--- src/rtl/pulse_gap_detector.sv ---
// -----------------------------------------------------------------------------
// pulse_gap_detector
//
// Receive-side checker for a serial pulse/gap stream (for example the
// shift_out of a circular shift register pattern generator). The line is
// sampled every clock and the run of 0 samples in front of each rising
// edge is measured. Once that gap repeats LOCK_COUNT times after the
// reference gap, the detector reports lock. Gap changes and over-long
// silences are flagged.
//
// Optional feature macro: PULSEGAP_STICKY_ERR_EN
//   defined   : err_sticky_o latches any mismatch/timeout until reset
//   undefined : err_sticky_o is tied to 0 and no register is built
//
// Parameters
//   GAP_W       width of the gap counter and gap_len_o (saturates at 2**GAP_W-1)
//   LOCK_COUNT  consecutive matches after the reference gap needed for lock (1..15)
//
// Ports
//   clock_i       system clock, rising edge
//   reset_i       synchronous active-high reset
//   serial_in_i   serial pulse stream
//   pulse_seen_o  1-cycle strobe: rising edge of serial_in_i detected
//   gap_len_o     last measured gap (0 samples before the latest edge)
//   gap_valid_o   1-cycle strobe: gap_len_o updated
//   locked_o      level: gap stable for LOCK_COUNT consecutive matches
//   mismatch_o    1-cycle strobe: gap differed from reference in TRACK/LOCKED
//   timeout_o     1-cycle strobe: gap counter saturated with no edge
//   err_sticky_o  sticky error flag (see macro above)
//
// All outputs are registered; strobes appear one cycle after the sample
// that caused them.
// -----------------------------------------------------------------------------
module pulse_gap_detector #(
    parameter int unsigned GAP_W      = 8,
    parameter int unsigned LOCK_COUNT = 3
) (
    input  logic             clock_i,
    input  logic             reset_i,
    input  logic             serial_in_i,
    output logic             pulse_seen_o,
    output logic [GAP_W-1:0] gap_len_o,
    output logic             gap_valid_o,
    output logic             locked_o,
    output logic             mismatch_o,
    output logic             timeout_o,
    output logic             err_sticky_o
);

    typedef enum logic [1:0] {
        ST_IDLE    = 2'd0,
        ST_MEASURE = 2'd1,
        ST_TRACK   = 2'd2,
        ST_LOCKED  = 2'd3
    } state_e;

    localparam logic [GAP_W-1:0] GAP_MAX  = {GAP_W{1'b1}};
    localparam logic [GAP_W-1:0] GAP_ONE  = {{(GAP_W-1){1'b0}}, 1'b1};
    localparam logic [3:0]       LOCK_TGT = 4'(LOCK_COUNT);

    state_e           state_q, state_d;
    logic             s_q;
    logic [GAP_W-1:0] zero_cnt_q, zero_cnt_d;
    logic [GAP_W-1:0] ref_gap_q, ref_gap_d;
    logic [3:0]       match_cnt_q, match_cnt_d;
    logic [GAP_W-1:0] gap_len_q, gap_len_d;
    logic             pulse_seen_q, pulse_seen_d;
    logic             gap_valid_q, gap_valid_d;
    logic             locked_q, locked_d;
    logic             mismatch_q, mismatch_d;
    logic             timeout_q, timeout_d;

    logic             edge_s;
    logic             sat_s;

    // A 1 after a 0 is an edge; s_q clears on reset so a 1 right after reset counts.
    assign edge_s = serial_in_i & ~s_q;
    assign sat_s  = (zero_cnt_q == GAP_MAX);

    // Gap counter: cleared on edge, counts 0 samples, holds on 1 samples and at saturation.
    always_comb begin
        zero_cnt_d = zero_cnt_q;
        if (edge_s) begin
            zero_cnt_d = '0;
        end else if (!serial_in_i && !sat_s) begin
            zero_cnt_d = zero_cnt_q + GAP_ONE;
        end else begin
            zero_cnt_d = zero_cnt_q;
        end
    end

    // FSM next state and registered-output next values.
    always_comb begin
        state_d      = state_q;
        ref_gap_d    = ref_gap_q;
        match_cnt_d  = match_cnt_q;
        gap_len_d    = gap_len_q;
        pulse_seen_d = edge_s;
        gap_valid_d  = 1'b0;
        mismatch_d   = 1'b0;
        timeout_d    = 1'b0;

        case (state_q)
            ST_IDLE: begin
                // IDLE has no reference gap yet and never times out.
                if (edge_s) begin
                    state_d = ST_MEASURE;
                end else begin
                    state_d = ST_IDLE;
                end
            end

            ST_MEASURE: begin
                // The edge takes priority over saturation: a saturated gap is still a gap.
                if (edge_s) begin
                    ref_gap_d   = zero_cnt_q;
                    gap_len_d   = zero_cnt_q;
                    gap_valid_d = 1'b1;
                    match_cnt_d = 4'd0;
                    state_d     = ST_TRACK;
                end else if (sat_s) begin
                    timeout_d = 1'b1;
                    state_d   = ST_IDLE;
                end else begin
                    state_d = ST_MEASURE;
                end
            end

            ST_TRACK: begin
                if (edge_s) begin
                    gap_len_d   = zero_cnt_q;
                    gap_valid_d = 1'b1;
                    if (zero_cnt_q == ref_gap_q) begin
                        match_cnt_d = match_cnt_q + 4'd1;
                        if ((match_cnt_q + 4'd1) >= LOCK_TGT) begin
                            state_d = ST_LOCKED;
                        end else begin
                            state_d = ST_TRACK;
                        end
                    end else begin
                        // New gap becomes the reference; counting restarts from it.
                        mismatch_d  = 1'b1;
                        ref_gap_d   = zero_cnt_q;
                        match_cnt_d = 4'd0;
                        state_d     = ST_TRACK;
                    end
                end else if (sat_s) begin
                    timeout_d = 1'b1;
                    state_d   = ST_IDLE;
                end else begin
                    state_d = ST_TRACK;
                end
            end

            ST_LOCKED: begin
                if (edge_s) begin
                    gap_len_d   = zero_cnt_q;
                    gap_valid_d = 1'b1;
                    if (zero_cnt_q == ref_gap_q) begin
                        state_d = ST_LOCKED;
                    end else begin
                        mismatch_d  = 1'b1;
                        ref_gap_d   = zero_cnt_q;
                        match_cnt_d = 4'd0;
                        state_d     = ST_TRACK;
                    end
                end else if (sat_s) begin
                    timeout_d = 1'b1;
                    state_d   = ST_IDLE;
                end else begin
                    state_d = ST_LOCKED;
                end
            end

            default: begin
                state_d = ST_IDLE;
            end
        endcase

        // Lock is a pure function of the state being entered.
        locked_d = (state_d == ST_LOCKED);
    end

    // State, sampling and output registers with synchronous reset.
    always_ff @(posedge clock_i) begin
        if (reset_i) begin
            state_q      <= ST_IDLE;
            s_q          <= 1'b0;
            zero_cnt_q   <= '0;
            ref_gap_q    <= '0;
            match_cnt_q  <= 4'd0;
            gap_len_q    <= '0;
            pulse_seen_q <= 1'b0;
            gap_valid_q  <= 1'b0;
            locked_q     <= 1'b0;
            mismatch_q   <= 1'b0;
            timeout_q    <= 1'b0;
        end else begin
            state_q      <= state_d;
            s_q          <= serial_in_i;
            zero_cnt_q   <= zero_cnt_d;
            ref_gap_q    <= ref_gap_d;
            match_cnt_q  <= match_cnt_d;
            gap_len_q    <= gap_len_d;
            pulse_seen_q <= pulse_seen_d;
            gap_valid_q  <= gap_valid_d;
            locked_q     <= locked_d;
            mismatch_q   <= mismatch_d;
            timeout_q    <= timeout_d;
        end
    end

    assign pulse_seen_o = pulse_seen_q;
    assign gap_len_o    = gap_len_q;
    assign gap_valid_o  = gap_valid_q;
    assign locked_o     = locked_q;
    assign mismatch_o   = mismatch_q;
    assign timeout_o    = timeout_q;

`ifdef PULSEGAP_STICKY_ERR_EN
    logic err_q;

    // Sticky error: rises together with the first mismatch/timeout strobe, cleared only by reset.
    always_ff @(posedge clock_i) begin
        if (reset_i) begin
            err_q <= 1'b0;
        end else begin
            err_q <= err_q | mismatch_d | timeout_d;
        end
    end

    assign err_sticky_o = err_q;
`else
    assign err_sticky_o = 1'b0;
`endif

endmodule

--- config.mk ---
export PLATFORM = sky130hd
export DESIGN_NAME = pulse_gap_detector
export DESIGN_NICKNAME = d
export VERILOG_FILES = /design/src/rtl/pulse_gap_detector.sv
export SDC_FILE = /design/constraint.sdc
export NUM_CORES = 1
export LEC_CHECK = 0
export ABC_CLOCK_PERIOD_IN_PS = 2600
export BUFFER_PORTS_ARGS = -buffer_cell sky130_fd_sc_hd__buf_2
export CAP_MARGIN = 40
export CORE_MARGIN = 2
export CORE_UTILIZATION = 41
export CTS_CLUSTER_DIAMETER = 30
export DETAILED_ROUTE_END_ITERATION = 10
export PLACE_DENSITY = 0.65
export SLEW_MARGIN = 25
export SYNTH_ARGS = -nofsm -noshare
export SYNTH_HDL_FRONTEND = slang
export SYNTH_SLANG_ARGS = --single-unit
--- constraint.sdc ---
create_clock -name clock_i -period 2.6 [get_ports clock_i]
set_clock_uncertainty 0.2 [all_clocks]
set_input_delay 0 -clock clock_i [delete_from_list [all_inputs] [get_ports clock_i]]
set_output_delay 0 -clock clock_i [all_outputs]
set_load 0.02 [all_outputs]
==> results by group, run 1 <==
Timing
  • Hold Fails Final Rpt: 0
  • Setup TNS: 0 ns
  • Fin Hold WS: 0.2595 ns
  • Fin crit share: 0.8537
  • Slew headroom: 0.5177
  • RSZ-0062 raised after global routing: false
  • Setup Viol. Count Final: 0
  • Worst Tran Pin Value: 0.7233 ns
  • Min Clock Period, post-route: 2.220 ns
  • Final Slew Violations: 0
  • Max Clock Freq: 450.5 MHz

Floorplan
  • # IOs: 17
  • Die W: 66.96 um
  • CORE AREA: 0.003744 sq mm
  • Vert. Die Dim: 66.96 um
  • Initial Util: 0.4342
  • Total die area: 0.004484 sq mm
  • Rows: 22

Detailed routing
  • Via count: 1267
  • Drt pass-1 iters: 4
  • Final WL: 3214 um
  • 1st-iter DRT viols: 116
  • Vias per inst: 5.257
  • Routed len/inst: 13.34 um
  • Routed Antenna Nets: 0
  • DRC errors left: 0

Clock network
  • Clk root buf: clkbuf_8
  • CTS tree: done
  • Clock sinks: 36
  • Reg clk slew, reported paths: 0.08 ns
  • Clock Latency Late Sink: 0.29 ns
  • Max Root-Sink Buffers: 2
  • Hold buffers post-CTS: 3
  • Setup bufs post-CTS: 0
  • TritonCTS buffer count: 5
  • CTS H-tree depth: 2
  • CTS-repair resized insts: 0

Global route
  • Vias in the first global route: 1197
  • Initial antenna violation count: 0
  • Overflow after GRT: 0
  • First-pass GRT wire length: 5457 um
  • Largest net degree at the start of global routing: 27
  • GR Util All Layers: 0.1632

Critical path
  • CP startpoint kind: register
  • R2r startpoint: zero_cnt_q[5]
  • RR Endpoint: match_cnt_q[3]
  • CP Launch Point: zero_cnt_q[5]
  • Crit-path leading delay family: simple AND/OR/NAND/NOR gates
  • Crit path DAT: 2.24 ns
  • Crit path max-delay cell type: nor4_4
  • Worst setup EP type: register
  • Crit path buffers/inverters: 0
  • R2R setup slack: 0.38 ns
  • Critical path destination: match_cnt_q[3]
  • Crit-path max cell delay: 0.52 ns
  • Crit path max fanout: 6
  • WP depth: 5
  • Critical Path, Cell by Cell: xor2_1, nor4_4, nand3_2, or4_1, a21oi_1
  • Worst Reg-to-Reg Cells: 5
  • Crit path required time: 2.62 ns
  • Crit Path Class: register to register

Job
  • # Max-Cap Violations: 0

Synth
  • Synthesized area per cell: 9.080 sq um
  • Seq cells post-synth: 36
  • Synth top area share: 0.4434
  • Syn Inst Count: 179
  • Xor/xnor share of the synthesized area: 0.08083
  • Simple-gate portion of the synthesized area: 0.2248
  • Largest family of logic cells by synthesized area: simple AND/OR/NAND/NOR gates
  • Post-synth cell types: 37
  • Synth area leaders: dfxtp_1 44%, xor2_1 5.9%, a21oi_1 5.5%
  • Post-synth top area cell: dfxtp_1
  • Post-synthesis sequential area ratio: 0.4434
  • Mux contribution to synthesized area: 0.05543
  • Synth Area in Compound Gates: 0.1193
  • Synth Net Count: 185
  • Adder-Cell Fraction of Synth Area: 0.02309
  • Post-Syn Area: 0.001625 sq mm
  • Yosys warns: 0

Pwr
  • P per Cell Area: 724.8 mW/mm^2
  • Peak supply drop: 0.3768 mV
  • Static leakage: 0.7569 nW

Layout
  • Ratio of cells with drive above 1 in the final layout: 0.1554
  • # diodes: 0
  • Utilization after layout: 0.5037
  • Syn-to-layout area delta: 16.01%
  • Layout net count: 198
  • Final design area excluding fillers: 0.001886 sq mm
  • Layout Cells excl Fill: 241
  • Most common cell after layout, fill and taps aside: dfxtp_1
  • Most frequent cells in the layout: 36 x dfxtp_1, 24 x nand2_1, 20 x nor2_1, 18 x a21oi_1, 15 x buf_2
  • Layout fillers: 357

Placed design
  • Post-DP HPWL: 2316 um
  • GP Congestion: 0.8058
  • Port bufs: 15
  • Dpl cell area: 0.001697 sq mm
  • Placed cells: 230

Outcome
  • Outcome: finished, final reports clean

Hold path
  • Hold Path Class: register to register
[worst min-delay path by stage]
stage | slack (ns) | from | depth (start not counted) | endpoint
4_1_cts | 0.26 | gap_len_o[0] | 2 | gap_len_o[0]
5_1_grt | 0.27 | gap_len_o[2] | 2 | gap_len_o[2]
3_3_place_gp | 0.12 | serial_in_i | 3 | s_q
3_5_place_dp | 0.15 | serial_in_i | 3 | s_q
2_1_floorplan | -0.04 | serial_in_i | 2 | s_q
6_report | 0.26 | gap_len_o[6] | 2 | gap_len_o[6]
[layout make-up]
cell class,count,area [sq um],share of cell area
Timing Repair Buffer,18,105.1,0.05574
Inverter,4,15.01,0.007963
Clock inverter,3,90.09,0.04778
Multi-Input combinational cell,127,825.8,0.4380
Sequential cell,36,720.7,0.3822
Clock buffer,5,68.82,0.03650
Tap cell,48,60.06,0.03185
[cells in the mapped netlist]
| cell | count |
|---|---|
| a21o_2 | 2 |
| a21oi_1 | 18 |
| a31oi_1 | 2 |
| a31oi_4 | 1 |
| a41o_1 | 2 |
| and2_1 | 1 |
| and3_1 | 2 |
| and4_1 | 1 |
| buf_2 | 3 |
| buf_4 | 1 |
| buf_6 | 2 |
| clkbuf_1 | 6 |
| conb_1 | 1 |
| dfxtp_1 | 36 |
| ha_1 | 3 |
| inv_1 | 4 |
| mux2i_1 | 9 |
| nand2_1 | 24 |
| nand2b_1 | 2 |
| nand3_2 | 1 |
| nand3b_1 | 1 |
| nand4_1 | 2 |
| nand4b_1 | 2 |
| nor2_1 | 20 |
| nor2b_1 | 1 |
| nor3_1 | 4 |
| nor3b_1 | 1 |
| nor4_4 | 2 |
| o2111ai_1 | 1 |
| o21a_1 | 1 |
| o21ai_0 | 1 |
| o21ai_1 | 1 |
| o22ai_1 | 1 |
| or3_1 | 1 |
| or4_1 | 4 |
| xnor2_1 | 4 |
| xor2_1 | 11 |
[flip-flops by register name, indices dropped and copies added (netlist names)]
| signal | flops |
|---|---|
| ref_gap_q | 8 |
| gap_len_o | 8 |
| mismatch_o | 1 |
| pulse_seen_o | 1 |
| match_cnt_q | 4 |
| locked_o | 1 |
| state_q | 2 |
| gap_valid_o | 1 |
| timeout_o | 1 |
| s_q | 1 |
| zero_cnt_q | 8 |
[routing by layer]
layer | GRT usage | wire length, um
met5 | 0 | 0
met2 | 0.2575 | 1506
met3 | 0.06250 | 144
met4 | 0.05612 | 42
met1 | 0.2025 | 1520
[power by group]
group | internal (mW) | switching (mW)
logic | 0.0371 | 0.0613
registers | 0.562 | 0.0186
clock network | 0.480 | 0.207
[worst min-delay path, stage by stage, from the launching register on]
cell     delay (ns)
dfxtp_1        0.31
nand2_1        0.05
a21oi_1        0.05
[stage by stage]
| step | setup slack (ns) | power [mW] |
|---|---|---|
| after CTS | 0.3831 | 1.381 |
| after global routing | 0.2273 | 1.415 |
| after floorplan | 0.5735 | 0.6691 |
| after detailed placement | 0.4204 | 0.6887 |
| after global placement | 0.4447 | 0.6848 |
| final | 0.3804 | 1.367 |
[cell families after synthesis]
group,after synthesis
AOI/OAI and AO/OA,30
xor gates and xnor gates,15
adders and majority gates,3
buffers and inverters,16
DFF,36
muxes,9
other,1
and+or+nand+nor,69
Note: power is estimated with default switching activity, not from simulation.
==> inputs of run 2 (changes only) <==
--- a/config.mk
+++ b/config.mk
@@ -7,12 +7,13 @@
 export LEC_CHECK = 0
 export ABC_CLOCK_PERIOD_IN_PS = 2600
 export BUFFER_PORTS_ARGS = -buffer_cell sky130_fd_sc_hd__buf_2
-export CAP_MARGIN = 40
+export CAP_MARGIN = 0
 export CORE_MARGIN = 2
 export CORE_UTILIZATION = 41
 export CTS_CLUSTER_DIAMETER = 30
 export DETAILED_ROUTE_END_ITERATION = 10
 export PLACE_DENSITY = 0.65
+export RECOVER_POWER = 50
 export SLEW_MARGIN = 25
 export SYNTH_ARGS = -nofsm -noshare
 export SYNTH_HDL_FRONTEND = slang
==> run 2 against run 1 <==
  * Via count unchanged
  * Critical path depth up 2
  * Sequential cell count unchanged
  * Critical path type is now input pin to register
  * Register-to-register slack worse by 0.02 ns
  * Die area unchanged
  * Combinational power down 2%
  * Utilization down 0.57 points
  * Routed wire length up 0.62%
  * Worst hold slack better by 0.0041 ns
  * Cell area down 1.1%
==> results by group, run 2 (same netlist as run 1, synthesis figures left out) <==
Critical path
  • Crit path DAT: 2.21 ns (-0.03 ns)
  • Crit-path max cell delay: 0.53 ns (about the same)
  • Crit Path Class: input pin to register
  • Crit path max-delay cell type: a31oi_4
  • R2r startpoint: state_q[1]
  • Crit path required time: 2.54 ns (-0.08 ns)
  • CP Launch Point: serial_in_i
  • Critical Path, Cell by Cell: dlygate4sd3_1, buf_2, nor2b_1, o21ai_1, a31oi_4, mux2i_1, nor2_1
  • Worst setup EP type: register
  • CP startpoint kind: input pin
  • Crit path max fanout: 18 (+12)

Floorplan
  • Die W: 66.96 um (unchanged)
  • # IOs: 17 (unchanged)
  • Total die area: 0.004484 sq mm (unchanged)
  • Initial Util: 0.4342 (unchanged)
  • Rows: 22 (unchanged)
  • Vert. Die Dim: 66.96 um (unchanged)
  • CORE AREA: 0.003744 sq mm (unchanged)

Detailed routing
  • Via count: 1267 (unchanged)
  • 1st-iter DRT viols: 86 (-26%)
  • WL met3: 144 um (unchanged)
  • Routed len/inst: 13.42 um (+0.62%)
  • DR top layer: met4
  • Final WL: 3234 um (+0.62%)
  • Met1 WL: 1536 um (+1.1%)
  • Drt pass-1 iters: 4 (unchanged)
  • Met2 WL post-DR: 1510 um (+0.27%)
  • DRC errors left: 0 (unchanged)
  • Routed Antenna Nets: 0 (unchanged)
  • Vias per inst: 5.257 (unchanged)

Layout
  • # diodes: 0 (unchanged)
  • Syn-to-layout area delta: 14.70%
  • Ratio of cells with drive above 1 in the final layout: 0.07772 (-0.07772)
  • Most common cell after layout, fill and taps aside: dfxtp_1
  • Layout fillers: 362 (+1.4%)
  • Most frequent cells in the layout: 36 x dfxtp_1, 24 x nand2_1, 20 x nor2_1, 18 x a21oi_1, 14 x clkbuf_1
  • Layout Cells excl Fill: 241 (unchanged)
  • Layout net count: 198 (unchanged)
  • Final design area excluding fillers: 0.001864 sq mm (-1.1%)

Timing
  • Fin crit share: 0.8713 (+0.01762)
  • Setup TNS: 0 ns (unchanged)
  • RSZ-0062 raised after global routing: false
  • Min Clock Period, post-route: 2.265 ns (+0.04581 ns)
  • Setup Viol. Count Final: 0 (unchanged)
  • Slew headroom: 0.1930 (-0.3247)
  • Final Slew Violations: 0 (unchanged)
  • Max Clock Freq: 441.4 MHz (-2.0%)
  • Worst Tran Pin Value: 1.202 ns (+0.4791 ns)
  • Hold Fails Final Rpt: 0 (unchanged)

Clock network
  • CTS tree: done
  • CTS-repair resized insts: 0 (unchanged)
  • CTS H-tree depth: 2 (unchanged)
  • TritonCTS buffer count: 5 (unchanged)
  • Clock Latency Late Sink: 0.29 ns (about the same)
  • Setup bufs post-CTS: 0 (unchanged)
  • Max Root-Sink Buffers: 2 (unchanged)
  • Clock sinks: 36 (unchanged)
  • Reg clk slew, reported paths: 0.08 ns (about the same)
  • Hold buffers post-CTS: 3 (unchanged)
  • Clk root buf: clkbuf_8

Global route
  • First-pass GRT wire length: 5457 um (unchanged)
  • Vias in the first global route: 1197 (unchanged)
  • GR Util All Layers: 0.1632 (unchanged)
  • Largest net degree at the start of global routing: 27 (unchanged)
  • Overflow after GRT: 0 (unchanged)
  • Initial antenna violation count: 0 (unchanged)

Placed design
  • Post-DP HPWL: 2316 um (unchanged)
  • GP Congestion: 0.8058 (unchanged)
  • Placed cells: 230 (unchanged)
  • Port bufs: 15 (unchanged)
  • Dpl cell area: 0.001697 sq mm (unchanged)

Pwr
  • Static leakage: 0.6972 nW (-7.9%)
  • Tot Pwr: 1.366 mW (about the same)
  • Peak supply drop: 0.3762 mV (-0.17%)
  • P per Cell Area: 732.5 mW/mm^2 (+1.1%)

Hold path
  • Min-delay src: gap_len_o[2]
  • Hold Path Class: register to register

Outcome
  • Outcome: finished, final reports clean

Job
  • # Max-Cap Violations: 0 (unchanged)
[run 2: cell types whose count changed in the layout (fill, tap and decap cells not counted)]
| cell | previous run | this run |
|---|---|---|
| buf_2 | 15 | 1 |
| o21ai_2 | 1 | 0 |
| o21ai_1 | 0 | 1 |
| clkbuf_1 | 0 | 14 |
[run 2: final cells by class]
class,count,area (sq um),share of cell area
clock inverter,3,90.09,0.04832
tap,48,60.06,0.03221
clock buffer,5,68.82,0.03691
multi-input combinational,127,822.0,0.4409
timing repair buffer,18,87.58,0.04698
sequential,36,720.7,0.3866
inverter,4,15.01,0.008054
[run 2: where the power goes]
group | switching [mW] | total [mW] | internal (mW)
logic | 0.0612 | 0.0969 | 0.0357
clock network | 0.208 | 0.688 | 0.480
registers | 0.0183 | 0.581 | 0.562
[run 2: metrics by stage]
step	hold slack [ns]	utilization	setup slack, ns
5_1_grt	0.2754	0.4980	0.1405
4_1_cts	0.2622	0.5037	0.3831
3_3_place_gp	0.1218	0.4522	0.4447
3_5_place_dp	0.1546	0.4532	0.4204
2_1_floorplan	-0.04077	-	0.5735
6_report	0.2636	0.4980	0.3346
[run 2: worst paths after layout]
| kind | end | cells past startpoint | slack, ns |
|---|---|---|---|
| min reg2reg | gap_len_o[2] | 2 | 0.26 |
| max | ref_gap_q[5] | 7 | 0.33 |
| max reg2reg | ref_gap_q[5] | 4 | 0.36 |
| min | gap_len_o[2] | 2 | 0.26 |
[run 2: worst max-delay path: cells and delay by family]
family | cells | cell delay, ns
AOI/OAI and AO/OA | 2 | 0.98
buffers and inverters | 2 | 0.65
and+or+nand+nor | 2 | 0.32
muxes | 1 | 0.26
[run 2: layer usage]
metal / global-route usage / vias up
met1: 0.2025 / 611
met3: 0.06250 / 5
met5: 0 / -
met2: 0.2575 / 19
li1: - / 632
met4: 0.05612 / 0
==> inputs of run 3 (changes only) <==
--- a/config.mk
+++ b/config.mk
@@ -9,10 +9,10 @@
 export BUFFER_PORTS_ARGS = -buffer_cell sky130_fd_sc_hd__buf_2
 export CAP_MARGIN = 0
 export CORE_MARGIN = 2
-export CORE_UTILIZATION = 41
+export CORE_UTILIZATION = 57
 export CTS_CLUSTER_DIAMETER = 30
 export DETAILED_ROUTE_END_ITERATION = 10
-export PLACE_DENSITY = 0.65
+export PLACE_DENSITY = 0.84
 export RECOVER_POWER = 50
 export SLEW_MARGIN = 25
 export SYNTH_ARGS = -nofsm -noshare
==> run 3 against run 2 <==
  * Routed wire length is 3.4% lower
  * Cell count is 6.6% lower
  * Maximum frequency is 1.8% higher
  * Clock power is 38% lower
  * Cell area is 4.2% lower
  * Utilization is 16 points higher
  * Largest cell class unchanged
  * Highest routed layer unchanged
==> results by group, run 3 (same netlist as run 1, synthesis figures left out) <==
Timing
  • Setup Viol. Count Final: 0 (unchanged)
  • Hold Fails Final Rpt: 0 (unchanged)
  • RSZ-0062 raised after global routing: false
  • Min Clock Period, post-route: 2.226 ns (-0.03961 ns)
  • Setup TNS: 0 ns (unchanged)
  • Fin crit share: 0.8561 (-0.01524)
  • Worst Tran Pin Value: 1.078 ns (-0.1249 ns)
  • Max Clock Freq: 449.3 MHz (+1.8%)
  • Slew headroom: 0.2816 (+0.08862)
  • Final Slew Violations: 0 (unchanged)

Layout
  • # diodes: 0 (unchanged)
  • Layout net count: 199 (+0.51%)
  • Most common cell after layout, fill and taps aside: dfxtp_1
  • Syn-to-layout area delta: 9.930%
  • Ratio of cells with drive above 1 in the final layout: 0.08247 (+0.004754)
  • Layout Cells excl Fill: 225 (-6.6%)
  • Most frequent cells in the layout: 36 x dfxtp_1, 24 x nand2_1, 20 x nor2_1, 18 x a21oi_1, 14 x clkbuf_1
  • Layout fillers: 235 (-35%)

Pwr
  • Peak supply drop: 0.5262 mV (+40%)
  • Static leakage: 0.6747 nW (-3.2%)
  • P per Cell Area: 621.3 mW/mm^2 (-15%)
  • Tot Pwr: 1.110 mW (-19%)

Outcome
  • Outcome: finished, final reports clean

Detailed routing
  • Routed Antenna Nets: 0 (unchanged)
  • DRC errors left: 0 (unchanged)
  • Final WL: 3123 um (-3.4%)
  • 1st-iter DRT viols: 42 (-51%)
  • Vias per inst: 5.742 (+9.2%)
  • Routed len/inst: 13.88 um (+3.4%)
  • Drt pass-1 iters: 4 (unchanged)
  • Via count: 1292 (+2.0%)

Global route
  • Vias in the first global route: 1163 (-2.8%)
  • GR Util All Layers: 0.2035 (+0.04031)
  • First-pass GRT wire length: 5209 um (-4.5%)
  • Initial antenna violation count: 0 (unchanged)
  • Overflow after GRT: 0 (unchanged)
  • Largest net degree at the start of global routing: 27 (unchanged)

Clock network
  • CTS tree: done
  • Setup bufs post-CTS: 0 (unchanged)
  • Reg clk slew, reported paths: 0.10 ns (+0.02 ns)
  • CTS H-tree depth: 2 (unchanged)
  • Max Root-Sink Buffers: 2 (unchanged)
  • Clock Latency Late Sink: 0.33 ns (+0.04 ns)
  • Clock sinks: 36 (unchanged)
  • TritonCTS buffer count: 5 (unchanged)
  • Clk root buf: clkbuf_4

Critical path
  • R2r startpoint: state_q[1]
  • Crit-path max cell delay: 0.59 ns (+0.06 ns)
  • Crit path buffers/inverters: 0 (-2)
  • Crit path max fanout: 10 (-8)
  • Crit path max-delay cell type: dfxtp_1
  • Crit-path leading delay family: compound AO/OA/AOI/OAI gates
  • Worst Reg-to-Reg Cells: 4 (unchanged)
  • Critical Path, Cell by Cell: o21ai_0, a31oi_4, mux2i_1, nor2_1
  • Crit path required time: 2.59 ns (+0.05 ns)
  • CP startpoint kind: register
  • Crit path DAT: 2.21 ns (about the same)
  • Crit Path Class: register to register
  • RR Endpoint: ref_gap_q[7]
  • R2R setup slack: 0.37 ns (about the same)
  • Worst setup EP type: register

Floorplan
  • Total die area: 0.003295 sq mm (-27%)
  • Die W: 57.40 um (-14%)
  • Vert. Die Dim: 57.40 um (-14%)
  • # IOs: 17 (unchanged)
  • CORE AREA: 0.002734 sq mm (-27%)
  • Initial Util: 0.5945 (+0.1604)
  • Rows: 19 (-14%)

Placed design
  • Port bufs: 15 (unchanged)
  • Post-DP HPWL: 2270 um (-2.0%)
  • GP Congestion: 0.8298 (+3.0%)
  • Placed cells: 214 (-7.0%)

Hold path
  • Hold Path Class: register to register
  • Hold EP: gap_len_o[3]
  • Hold path depth: 2 (unchanged)
  • Min-delay src: gap_len_o[3]

Job
  • # Max-Cap Violations: 0 (unchanged)
==> run 3: changes by cell type in the layout (fill, tap and decap cells not counted), sizes merged <==
| cell | delta |
|---|---|
| buf | +1 |
| clkbuf | +2 |
| bufinv | -2 |
==> run 3: layer usage <==
metal / up-vias / GRT usage / wire length [um]
met5: - / 0 / 0
met4: 0 / 0.07973 / 62
met3: 8 / 0.06122 / 133
met2: 26 / 0.3328 / 1507
met1: 620 / 0.2507 / 1420
li1: 638 / - / -
==> run 3: worst max-delay path by stage <==
stage	from	endpoint	slack, ns	cells past startpoint
floorplan	zero_cnt_q[2]	match_cnt_q[3]	0.57	6
global placement	zero_cnt_q[2]	match_cnt_q[3]	0.54	5
detailed placement	zero_cnt_q[5]	match_cnt_q[3]	0.46	5
CTS	zero_cnt_q[5]	match_cnt_q[3]	0.44	5
global route	state_q[1]	ref_gap_q[4]	0.24	4
finish	state_q[1]	ref_gap_q[7]	0.37	4
==> run 3: tightest hold or removal path, delay by kind of cell, from the launching register on <==
| kind | cells | cell delay (ns) |
|---|---|---|
| AO/OA/AOI/OAI | 1 | 0.05 |
| flip-flops | 1 | 0.32 |
| AND/OR/NAND/NOR | 1 | 0.05 |
==> run 3: through the flow <==
step	cell area [sq um]	setup WS [ns]	util	hold slack (ns)
CTS	1804	0.4418	0.6600	0.2586
global route	1787	0.2400	0.6535	0.2778
detailed placement	1679	0.4575	0.6142	0.1663
global placement	1679	0.5433	0.6142	0.1242
finish	1787	0.3742	0.6535	0.2591
floorplan	1625	0.5735	-	-0.04077
==> run 3: report_power, final <==
part	switching (mW)	internal [mW]	total [mW]	leakage [nW]
combinational	0.0621	0.0374	0.0995	0.332
sequential	0.0190	0.562	0.581	0.291
clock	0.174	0.255	0.429	0.0515
==> run 3: layout make-up <==
class / instances / area [sq um] / share of cell area
clock buffers: 7 / 65.06 / 0.03641
clock inverters: 1 / 30.03 / 0.01681
multi-input cells: 127 / 822.0 / 0.4601
repair buffers: 19 / 95.09 / 0.05322
flip-flops and latches: 36 / 720.7 / 0.4034
inverters: 4 / 15.01 / 0.008403
well taps: 31 / 38.79 / 0.02171
==> run 3: timing repair <==
action,CTS,global route
resized for setup,0,0
hold buffers,3,0
endpoints found under the hold margin,27,0
